File: src/rtl/branch_predictor_if.sv
// Fetch-lookup, execute-update and statistics signals of the branch predictor.
// The master drives fetch/update/flush; the slave (predictor) drives predictions and stats.
interface branch_predictor_if #(
    parameter int XLEN = 32
);
    logic            fetch_valid_i;
    logic [XLEN-1:0] fetch_pc_i;
    logic            pred_hit_o;
    logic            pred_taken_o;
    logic [XLEN-1:0] pred_target_o;
    logic            update_valid_i;
    logic [XLEN-1:0] update_pc_i;
    logic            update_taken_i;
    logic [XLEN-1:0] update_target_i;
    logic            update_pred_taken_i;
    logic [XLEN-1:0] update_pred_target_i;
    logic            flush_i;
    logic            mispredict_o;
    logic [31:0]     branch_cnt_o;
    logic [31:0]     mispred_cnt_o;

    modport master (
        output fetch_valid_i, fetch_pc_i,
        output update_valid_i, update_pc_i, update_taken_i, update_target_i,
        output update_pred_taken_i, update_pred_target_i, flush_i,
        input  pred_hit_o, pred_taken_o, pred_target_o,
        input  mispredict_o, branch_cnt_o, mispred_cnt_o
    );

    modport slave (
        input  fetch_valid_i, fetch_pc_i,
        input  update_valid_i, update_pc_i, update_taken_i, update_target_i,
        input  update_pred_taken_i, update_pred_target_i, flush_i,
        output pred_hit_o, pred_taken_o, pred_target_o,
        output mispredict_o, branch_cnt_o, mispred_cnt_o
    );
endinterface

File: src/rtl/branch_predictor.sv
// Direct-mapped branch target buffer with 2-bit direction counters, zero-latency lookup,
// execute-side update, whole-table flush and saturating branch/mispredict statistics.
module branch_predictor #(
    parameter int XLEN    = 32,
    parameter int ENTRIES = 16
) (
    input  logic              clk_i,
    input  logic              rst_ni,
    branch_predictor_if.slave bp
);
    localparam int IDX_W = $clog2(ENTRIES);
    localparam int TAG_W = XLEN - IDX_W - 2;

    logic             valid_q  [ENTRIES];
    logic [TAG_W-1:0] tag_q    [ENTRIES];
    logic [XLEN-1:0]  target_q [ENTRIES];
    logic [1:0]       ctr_q    [ENTRIES];

    logic             mispredict_q;
    logic [31:0]      branch_cnt_q;
    logic [31:0]      mispred_cnt_q;

    logic [IDX_W-1:0] f_idx;
    logic [IDX_W-1:0] u_idx;
    logic [TAG_W-1:0] f_tag;
    logic [TAG_W-1:0] u_tag;
    logic             f_hit;
    logic             f_taken;
    logic             u_hit;
    logic             mispredict_d;
    logic             unused_pc_bits;

    assign f_idx = bp.fetch_pc_i[IDX_W+1:2];
    assign f_tag = bp.fetch_pc_i[XLEN-1:IDX_W+2];
    assign u_idx = bp.update_pc_i[IDX_W+1:2];
    assign u_tag = bp.update_pc_i[XLEN-1:IDX_W+2];

    // Lookup reads the registered table, so a same-cycle update is seen only next cycle.
    assign f_hit   = bp.fetch_valid_i & valid_q[f_idx] & (tag_q[f_idx] == f_tag);
    assign f_taken = f_hit & ctr_q[f_idx][1];
    assign u_hit   = valid_q[u_idx] & (tag_q[u_idx] == u_tag);

    assign bp.pred_hit_o    = f_hit;
    assign bp.pred_taken_o  = f_taken;
    assign bp.pred_target_o = f_taken ? target_q[f_idx] : bp.fetch_pc_i + XLEN'(4);

    assign mispredict_d = bp.update_valid_i &
                          ((bp.update_taken_i != bp.update_pred_taken_i) |
                           (bp.update_taken_i & (bp.update_pred_target_i != bp.update_target_i)));

    assign unused_pc_bits = ^bp.update_pc_i[1:0];

    always_ff @(posedge clk_i or negedge rst_ni) begin
        if (!rst_ni) begin
            for (int i = 0; i < ENTRIES; i++) begin
                valid_q[i]  <= 1'b0;
                tag_q[i]    <= '0;
                target_q[i] <= '0;
                ctr_q[i]    <= 2'b01;
            end
        end else if (bp.flush_i) begin
            for (int i = 0; i < ENTRIES; i++) begin
                valid_q[i] <= 1'b0;
            end
        end else if (bp.update_valid_i) begin
            if (u_hit) begin
                if (bp.update_taken_i) begin
                    if (ctr_q[u_idx] != 2'b11) ctr_q[u_idx] <= ctr_q[u_idx] + 2'd1;
                    target_q[u_idx] <= bp.update_target_i;
                end else if (ctr_q[u_idx] != 2'b00) begin
                    ctr_q[u_idx] <= ctr_q[u_idx] - 2'd1;
                end
            end else if (bp.update_taken_i) begin
                // Taken miss allocates (or evicts an alias) with a weakly-taken counter.
                valid_q[u_idx]  <= 1'b1;
                tag_q[u_idx]    <= u_tag;
                target_q[u_idx] <= bp.update_target_i;
                ctr_q[u_idx]    <= 2'b10;
            end
        end
    end

    // Statistics keep counting through a flush.
    always_ff @(posedge clk_i or negedge rst_ni) begin
        if (!rst_ni) begin
            mispredict_q  <= 1'b0;
            branch_cnt_q  <= '0;
            mispred_cnt_q <= '0;
        end else begin
            mispredict_q <= mispredict_d;
            if (bp.update_valid_i && branch_cnt_q != 32'hFFFF_FFFF)
                branch_cnt_q <= branch_cnt_q + 32'd1;
            if (mispredict_d && mispred_cnt_q != 32'hFFFF_FFFF)
                mispred_cnt_q <= mispred_cnt_q + 32'd1;
        end
    end

    assign bp.mispredict_o  = mispredict_q;
    assign bp.branch_cnt_o  = branch_cnt_q;
    assign bp.mispred_cnt_o = mispred_cnt_q;
endmodule
File: src/flat_wrapper.sv
// flat-port wrapper written by rule: the top's interface ports become plain ports
module branch_predictor_flat 
#(
    parameter int XLEN    = 32,
    parameter int ENTRIES = 16
)
  (clk_i, rst_ni, bp_fetch_valid_i, bp_fetch_pc_i, bp_update_valid_i, bp_update_pc_i, bp_update_taken_i, bp_update_target_i, bp_update_pred_taken_i, bp_update_pred_target_i, bp_flush_i, bp_pred_hit_o, bp_pred_taken_o, bp_pred_target_o, bp_mispredict_o, bp_branch_cnt_o, bp_mispred_cnt_o);
  branch_predictor_if #(.XLEN(XLEN)) bp_i ();
  input  logic clk_i;
  input  logic rst_ni;
  input wire logic [$bits(bp_i.fetch_valid_i)-1:0] bp_fetch_valid_i;
  input wire logic [$bits(bp_i.fetch_pc_i)-1:0] bp_fetch_pc_i;
  input wire logic [$bits(bp_i.update_valid_i)-1:0] bp_update_valid_i;
  input wire logic [$bits(bp_i.update_pc_i)-1:0] bp_update_pc_i;
  input wire logic [$bits(bp_i.update_taken_i)-1:0] bp_update_taken_i;
  input wire logic [$bits(bp_i.update_target_i)-1:0] bp_update_target_i;
  input wire logic [$bits(bp_i.update_pred_taken_i)-1:0] bp_update_pred_taken_i;
  input wire logic [$bits(bp_i.update_pred_target_i)-1:0] bp_update_pred_target_i;
  input wire logic [$bits(bp_i.flush_i)-1:0] bp_flush_i;
  output wire logic [$bits(bp_i.pred_hit_o)-1:0] bp_pred_hit_o;
  output wire logic [$bits(bp_i.pred_taken_o)-1:0] bp_pred_taken_o;
  output wire logic [$bits(bp_i.pred_target_o)-1:0] bp_pred_target_o;
  output wire logic [$bits(bp_i.mispredict_o)-1:0] bp_mispredict_o;
  output wire logic [$bits(bp_i.branch_cnt_o)-1:0] bp_branch_cnt_o;
  output wire logic [$bits(bp_i.mispred_cnt_o)-1:0] bp_mispred_cnt_o;
  assign bp_i.fetch_valid_i = bp_fetch_valid_i;
  assign bp_i.fetch_pc_i = bp_fetch_pc_i;
  assign bp_i.update_valid_i = bp_update_valid_i;
  assign bp_i.update_pc_i = bp_update_pc_i;
  assign bp_i.update_taken_i = bp_update_taken_i;
  assign bp_i.update_target_i = bp_update_target_i;
  assign bp_i.update_pred_taken_i = bp_update_pred_taken_i;
  assign bp_i.update_pred_target_i = bp_update_pred_target_i;
  assign bp_i.flush_i = bp_flush_i;
  assign bp_pred_hit_o = bp_i.pred_hit_o;
  assign bp_pred_taken_o = bp_i.pred_taken_o;
  assign bp_pred_target_o = bp_i.pred_target_o;
  assign bp_mispredict_o = bp_i.mispredict_o;
  assign bp_branch_cnt_o = bp_i.branch_cnt_o;
  assign bp_mispred_cnt_o = bp_i.mispred_cnt_o;
  branch_predictor #(.XLEN(XLEN), .ENTRIES(ENTRIES)) u_core (.clk_i(clk_i), .rst_ni(rst_ni), .bp(bp_i));
endmodule
File: config.mk
export PLATFORM = sky130hd
export DESIGN_NAME = branch_predictor_flat
export DESIGN_NICKNAME = d
export VERILOG_FILES = /design/src/rtl/branch_predictor_if.sv /design/src/rtl/branch_predictor.sv /design/src/flat_wrapper.sv
export SDC_FILE = /design/constraint.sdc
export NUM_CORES = 2
export LEC_CHECK = 0
export CORE_ASPECT_RATIO = 1.25
export CORE_MARGIN = 5
export CORE_UTILIZATION = 40
export CTS_CLUSTER_DIAMETER = 40
export CTS_CLUSTER_SIZE = 14
export DETAILED_ROUTE_END_ITERATION = 10
export GPL_TIMING_DRIVEN = 0
export HOLD_SLACK_MARGIN = 0.08
export PLACE_DENSITY = 0.66
export SYNTH_ARGS = -nofsm -noshare
export SYNTH_HDL_FRONTEND = slang
export SYNTH_SLANG_ARGS = --single-unit
export TNS_END_PERCENT = 1
File: constraint.sdc
create_clock -name clk_i -period 7.1 [get_ports clk_i]
set_clock_uncertainty 0.15 [all_clocks]
set_input_delay 1.065 -clock clk_i [delete_from_list [all_inputs] [get_ports clk_i]]
set_output_delay 1.065 -clock clk_i [all_outputs]
set_load 0.03 [all_outputs]
==> Word level (Yosys, flattened, before mapping) <==
Cells that the tools add are included.
{ "totals": {"out_inout_bits": 99, "input_bits": 135, "wordCells": 154, "regBits": 1041} }
{ "classes": {"order_cmp": 3, "n_reduce_logical": 12, "n_bitwise": 15, "muxes": 43, "eq_ne": 9, "addsub": 5} }
{ "op_table": {"columns": ["cell", "count"], "rows": [
  ["$bwmux 512", 1],
  ["$bwmux 416", 1],
  ["$mux 32", 9],
  ["$bmux 26 s4", 2],
  ["$mux 26", 5],
  ["$bmux 32 s4", 1],
  ["$demux 32 s4", 1],
  ["$demux 26 s4", 1],
  ["$add 32x1->32 const B", 2],
  ["$bwmux 32", 2],
  ["$mux 16", 4],
  ["$ne 32x32->1 const B", 2],
  ["$eq 26x26->1", 2],
  ["$add 32x3->32 const B", 1],
  ["$ne 32x32->1", 1],
  ["$or 16x16->16", 2],
  ["$and 16x16->16", 1],
  ["$bmux 2 s4", 2],
  ["$not 16->16", 1],
  ["$ge 5x5->1 const B", 2],
  ["$mux 2", 5],
  ["$not 4->5", 2],
  ["$reduce_bool 2->1", 5],
  ["$bmux 1 s4", 2],
  ["16 further kinds", 30]
]} }

==> Longest topological paths before layout <==
{ "depth": {"ltp_word": 10, "ltp_mapped": 18, "mapped_depth_nobuf": 11} }

==> Worst setup path before layout <==
Ideal clock, no wire load.
{ "synth_timing": {"path_type": "input port to output port", "start": "input bp_fetch_pc_i[2]", "end": "output bp_pred_target_o[2]", "t_arrival_ns": 5.263, "n_path_buf": 6, "t_required_ns": 5.885, "path_stages": 13, "slack_ns": 0.622, "path_cell_list": "buf_2 > buf_2 > buf_2 > buf_2 > mux4_2 > mux4_2 > xor2_1 > nor4_1 > and4_1 > and2_1 > clkbuf_1 > buf_1 > o21ai_0"} }
{ "synth_between": {"elab_chain_cells": 8, "word_cells_on_any_way": 19, "cone_classes": "add/sub (1); eq/ne (1); mux (13); bitwise (4)"} }
{ "synth_lines": {"columns": ["item", "line", "text"], "rows": [
  ["start: declaration", "flat_wrapper.sv:12", "input wire logic [$bits(bp_i.fetch_pc_i)-1:0] bp_fetch_pc_i;"],
  ["$not 4->5 (implied by the code) *", "branch_predictor.sv:39", "assign f_hit = bp.fetch_valid_i & valid_q[f_idx] & (tag_q[f_idx] == f_tag);"],
  ["$bmux 26 s4 / $bmux 1 s4 (equally long branches)", "branch_predictor.sv:39", null],
  ["$mux 26 (implied by the code) / $mux 1 (equally long branches) (2 in series)", "branch_predictor.sv:39", null],
  ["$eq 26x26->1 / $and 1x1->1 (equally long branches)", "branch_predictor.sv:39", null],
  ["$and 1x1->1 *", "branch_predictor.sv:39", null],
  ["named net bp_pred_hit_o", "flat_wrapper.sv:20", "output wire logic [$bits(bp_i.pred_hit_o)-1:0] bp_pred_hit_o;"],
  ["$and 1x1->1 *", "branch_predictor.sv:40", "assign f_taken = f_hit & ctr_q[f_idx][1];"],
  ["named net bp_pred_taken_o", "flat_wrapper.sv:21", "output wire logic [$bits(bp_i.pred_taken_o)-1:0] bp_pred_taken_o;"],
  ["$mux 32 *", "branch_predictor.sv:45", "assign bp.pred_target_o = f_taken ? target_q[f_idx] : bp.fetch_pc_i + XLEN'(4);"],
  ["end: declaration", "flat_wrapper.sv:22", "output wire logic [$bits(bp_i.pred_target_o)-1:0] bp_pred_target_o;"]
]} }
The timed path passes the listed nets; every way through them passes the cells marked *. The select of a mux whose other input is x is not followed.

==> Worst setup path in the final report <==
{ "layout_timing": {"start": "input bp_update_pc_i[2]", "end": "register u_core.tag_q[64] (netlist bit)"} }
{ "layout_between": {"elab_chain_cells": 8, "word_cells_on_any_way": 17, "cone_classes": "order compare (2); eq/ne (1); mux (9); bitwise (3); reduce/logical (2)"} }
{ "layout_lines": {"columns": ["item", "line", "text"], "rows": [
  ["start: declaration", "flat_wrapper.sv:14", "input wire logic [$bits(bp_i.update_pc_i)-1:0] bp_update_pc_i;"],
  ["$not 4->5 (implied by the code) *", "branch_predictor.sv:41, branch_predictor.sv:76", null],
  ["$bmux 26 s4", "branch_predictor.sv:41", "assign u_hit = valid_q[u_idx] & (tag_q[u_idx] == u_tag);"],
  ["$mux 26 (implied by the code) (2 in series)", "branch_predictor.sv:41", null],
  ["$eq 26x26->1", "branch_predictor.sv:41", null],
  ["$and 1x1->1", "branch_predictor.sv:41", null],
  ["$not 1->1 (no line)", null, null],
  ["$reduce_and 4->1 (no line)", null, null],
  ["end signal: indexed assignment", "branch_predictor.sv:76", "tag_q[u_idx] <= u_tag;"],
  ["end: declaration", "branch_predictor.sv:15", "logic [TAG_W-1:0] tag_q [ENTRIES];"]
]} }
Every way passes the cells marked *; elsewhere a longest branch is shown, timed or not. The select of a mux whose other input is x is not followed.
A chain may end at the register's enable or synchronous reset.

==> flow_summary.yaml <==
run_status:
  status: "finished with violations"
  violations: "max-capacitance violations, max-slew violations, negative setup slack"
logic_synthesis:
  synth_cells: 3588
  yosysMostFrequentCell: "dfrtp_1"
  syn_area_per_cell_um2: 14.8
  synth-simple-area-share_pct: 3.85
  synth_warnings: 0
  synth_compound_area_share_pct: 3.10
  synth_top_area_share_pct: 48.4
  synth_xor_area_share_pct: 2.72
  synth-edff-count: 0
  ys_seq_elements: 1041
  async_flop_share_pct: 100
  synth_nets: 3728
  synth_top_family_by_area: "multiplexers"
  synth_area_mm2: 0.0530
  synthMuxAreaShare_pct: 38.3
  synthDistinctLibCells: 71
  yosys.area.top_type: "dfrtp_1"
  synth-main-ff-cell: "dfrtp_1"
  synth.top_cells.by_count: "dfrtp_1 (1025), mux2_2 (909), mux4_2 (382), clkbuf_1 (173), nand2_1 (101)"
  synth_adder_area_share_pct: 0.118
  synth_area_leaders: "dfrtp_1 (48%), mux2_2 (19%), mux4_2 (16%), xnor2_1 (1.6%), mux2i_1 (1.3%)"
  yosysSeqAreaShare_pct: 49.2
power:
  power.density_mw_per_mm2: 275
  p_clk_share_pct: 42.7
  p_comb_share_pct: 15.7
  leakage_uw: 0.0274
  ir_drop_mv: 0.294
  swShare_pct: 28.1
  pwr-share-seq_pct: 41.6
  power.switching_uw: 4850
  total_power_uw: 17300
  internal_power_uw: 12400
sta:
  setup_violations: 115
  rsz0062_at_grt: "yes"
  setup_ws_ps: -189
  max_freq_mhz: 137
  hold_viol: 0
  post-route-period-util_pct: 103
  tightest_slew_ps: 1520
  final.min_clock_period_ps: 7290
  maxSlewViolCount: 7
  slew_headroom_pct: -1.98
  setup_tns_ps: -10170
floorplan:
  coreArea_mm2: 0.132
  chipWidth_um: 336
  num_rows: 149
  fp.dieArea_mm2: 0.140
  io_pins: 234
  die_y_um: 417
  initial_utilization_pct: 40.2
place:
  dpl.hpwl_mm: 128
  place_ws_ps: -2980
  portBuffers: 216
  place_congestion: 1.02
finish:
  syn_to_final_growth_pct: 18.2
  drive_above_1_share_pct: 43.9
  fin_nets: 4097
worst_setup_path:
  crit_type: "input port to register"
  timing.critical_path.from_type: "input port"
  end_kind: "register"
  slowest_delay_ps: 830
  worst_path_dominant_cell_family: "buffers and inverters"
  cpMaxStageDelayCell: "clkbuf_1"
  path_cells: "clkdlybuf4s50_1, buf_6, buf_4, nor2b_1, clkbuf_1, a22oi_1, a41oi_1, o221ai_1, nor3_1, a21oi_1, nor4_4, nand2b_1, buf_2, buf_2, mux2_2"
  critPathBufInv: 6
  cp_data_required_time_ps: 7580
  crit_top_cell: "buf_2"
  critical_path.max_fanout: 10
  arrival_ps: 7770
global_routing:
  grt_pass1_wl_mm: 263
  globalRouteMet2Util_pct: 41.4
  use_met3_pct: 6.87
  top_usage_layer: "met2"
  met1_usage_pct: 32.3
  grt_pass1_vias: 37296
  gr-total-overflow: 0
  grt_max_degree: 173
  grt_usage_pct: 25.8
  antenna_found_initial: 6
detailed_routing:
  ant_nets: 0
  first_iter_violations: 3415
  drc: 0
  vias_per_cell: 6.09
  totalWireLength_mm: 182
  num_vias: 35385
  wl_per_cell_um: 31.3
  dr.pass1.iters: 6
clock_network:
  clockBufferDepth: 3
  cts.clk_slew.worst_paths_ps: 50
  insertion_delay_ps: 800
  cts_root_buffer: "clkbuf_16"
  cts_tree: "yes"
  cts_max_level: 4
  cts_made_buffers: 143
  clock_sinks: 1041
  post_cts_buffers: 0
job:
  drv_cap: 1
min_path:
  hp-class: "register to register"
area by class of cell:
cell class | count | area, µm²
Buffer | 294 | 1520
Tap cell | 1736 | 2170
Sequential cell | 1041 | 26100
Multi-Input combinational cell | 2216 | 25500
Clock buffer | 162 | 3750
Clock inverter | 101 | 1190
Fill cell | 11506 | 69100
Timing Repair Buffer | 224 | 2310
Antenna cell | 4 | 10.0
Inverter | 37 | 139
layer usage:
metal,up-vias,wire (µm)
met1,18938,69300
met5,-,0
met4,0,10300
li1,14368,-
met2,1621,86300
met3,458,16100
flip-flops by register name, indices dropped and copies added, names as in the netlist:
register	count
u_core.tag_q	416
u_core.valid_q	16
u_core.bp.branch_cnt_o	32
u_core.bp.mispred_cnt_o	32
u_core.bp.mispredict_o	1
u_core.ctr_q	32
u_core.target_q	512
path summary, 6_finish.rpt:
path                            cells past startpoint  slack (ps)                                 endpoint                              startpoint
worst min-delay path                                1         340   u_core.bp.branch_cnt_o[11]$_DFFE_PN0P_  u_core.bp.branch_cnt_o[11]$_DFFE_PN0P_
worst max-delay path                               15        -190             u_core.tag_q[64]$_DFFE_PN0P_                       bp_update_pc_i[2]
max in group asynchronous                           6        3120            u_core.tag_q[150]$_DFFE_PN0P_                                  rst_ni
worst max register to register                     11        1920             u_core.tag_q[64]$_DFFE_PN0P_            u_core.tag_q[17]$_DFFE_PN0P_
min in group asynchronous                           2         550  u_core.bp.mispred_cnt_o[21]$_DFFE_PN0P_                                  rst_ni
worst min register to register                      1         340   u_core.bp.branch_cnt_o[11]$_DFFE_PN0P_  u_core.bp.branch_cnt_o[11]$_DFFE_PN0P_
kinds of logic after synthesis:
group,Yosys count
XOR/XNOR,165
multiplexers,1417
adder cells (fa/ha/maj),5
buffers and inverters,331
AND/OR/NAND/NOR,394
flip-flops,1041
AO/OA/AOI/OAI,235
power by group through the flow:
stage                     registers, µW  logic (µW)  clock network [µW]
after floorplan                    7160        1720                   0
after global placement             7270        2640                   0
after detailed placement           7260        2700                   0
after CTS                          7160        2720                7460
after global routing               7250        2870                7680
final                              7170        2720                7370
repair_timing:
action | in CTS | in global routing
endpoints found under the setup margin | 49 | 102
cloned | 0 | 0
hold buffers | 1 | 0
endpoints found under the hold margin | 12 | 0
gates resized for setup | 150 | 59
worst register-to-register path: stages, from the launching register on:
cell,delay (ps)
dfrtp_1,390
mux4_2,550
a221o_1,410
or4_1,430
o211ai_1,390
nand4_1,130
or4b_1,610
nor4_4,480
nand2b_1,170
buf_2,340
buf_2,560
mux2_2,410
cells in the final DEF (no fill, tap or decap), drive strengths merged, types with 22 or more instances in the layout:
| master | count |
|---|---|
| nor2 | 71 |
| dfrtp | 1025 |
| mux2i | 69 |
| inv | 73 |
| mux4 | 382 |
| a22oi | 31 |
| mux2 | 966 |
| nand2 | 102 |
| o21ai | 47 |
| buf | 125 |
| xor2 | 70 |
| and3 | 22 |
| xnor2 | 95 |
| clkinv | 40 |
| nor3 | 39 |
| a21oi | 25 |
| clkdlybuf4s50 | 181 |
| nand3 | 51 |
| nand4 | 29 |
| clkbuf | 347 |
metrics by stage:
step / instance area, µm² / std cells / hold slack (ps) / util, %
floorplan: 53000 / 3588 / 313 / -
detailed placement: 57600 / 5547 / 324 / 43.7
global route: 62700 / 5811 / 346 / 47.6
CTS: 62700 / 5811 / 338 / 47.6
global placement: 57400 / 5540 / 321 / 43.5
finish: 62700 / 5815 / 341 / 47.6
No activity file was read; power rests on OpenSTA's default activity.
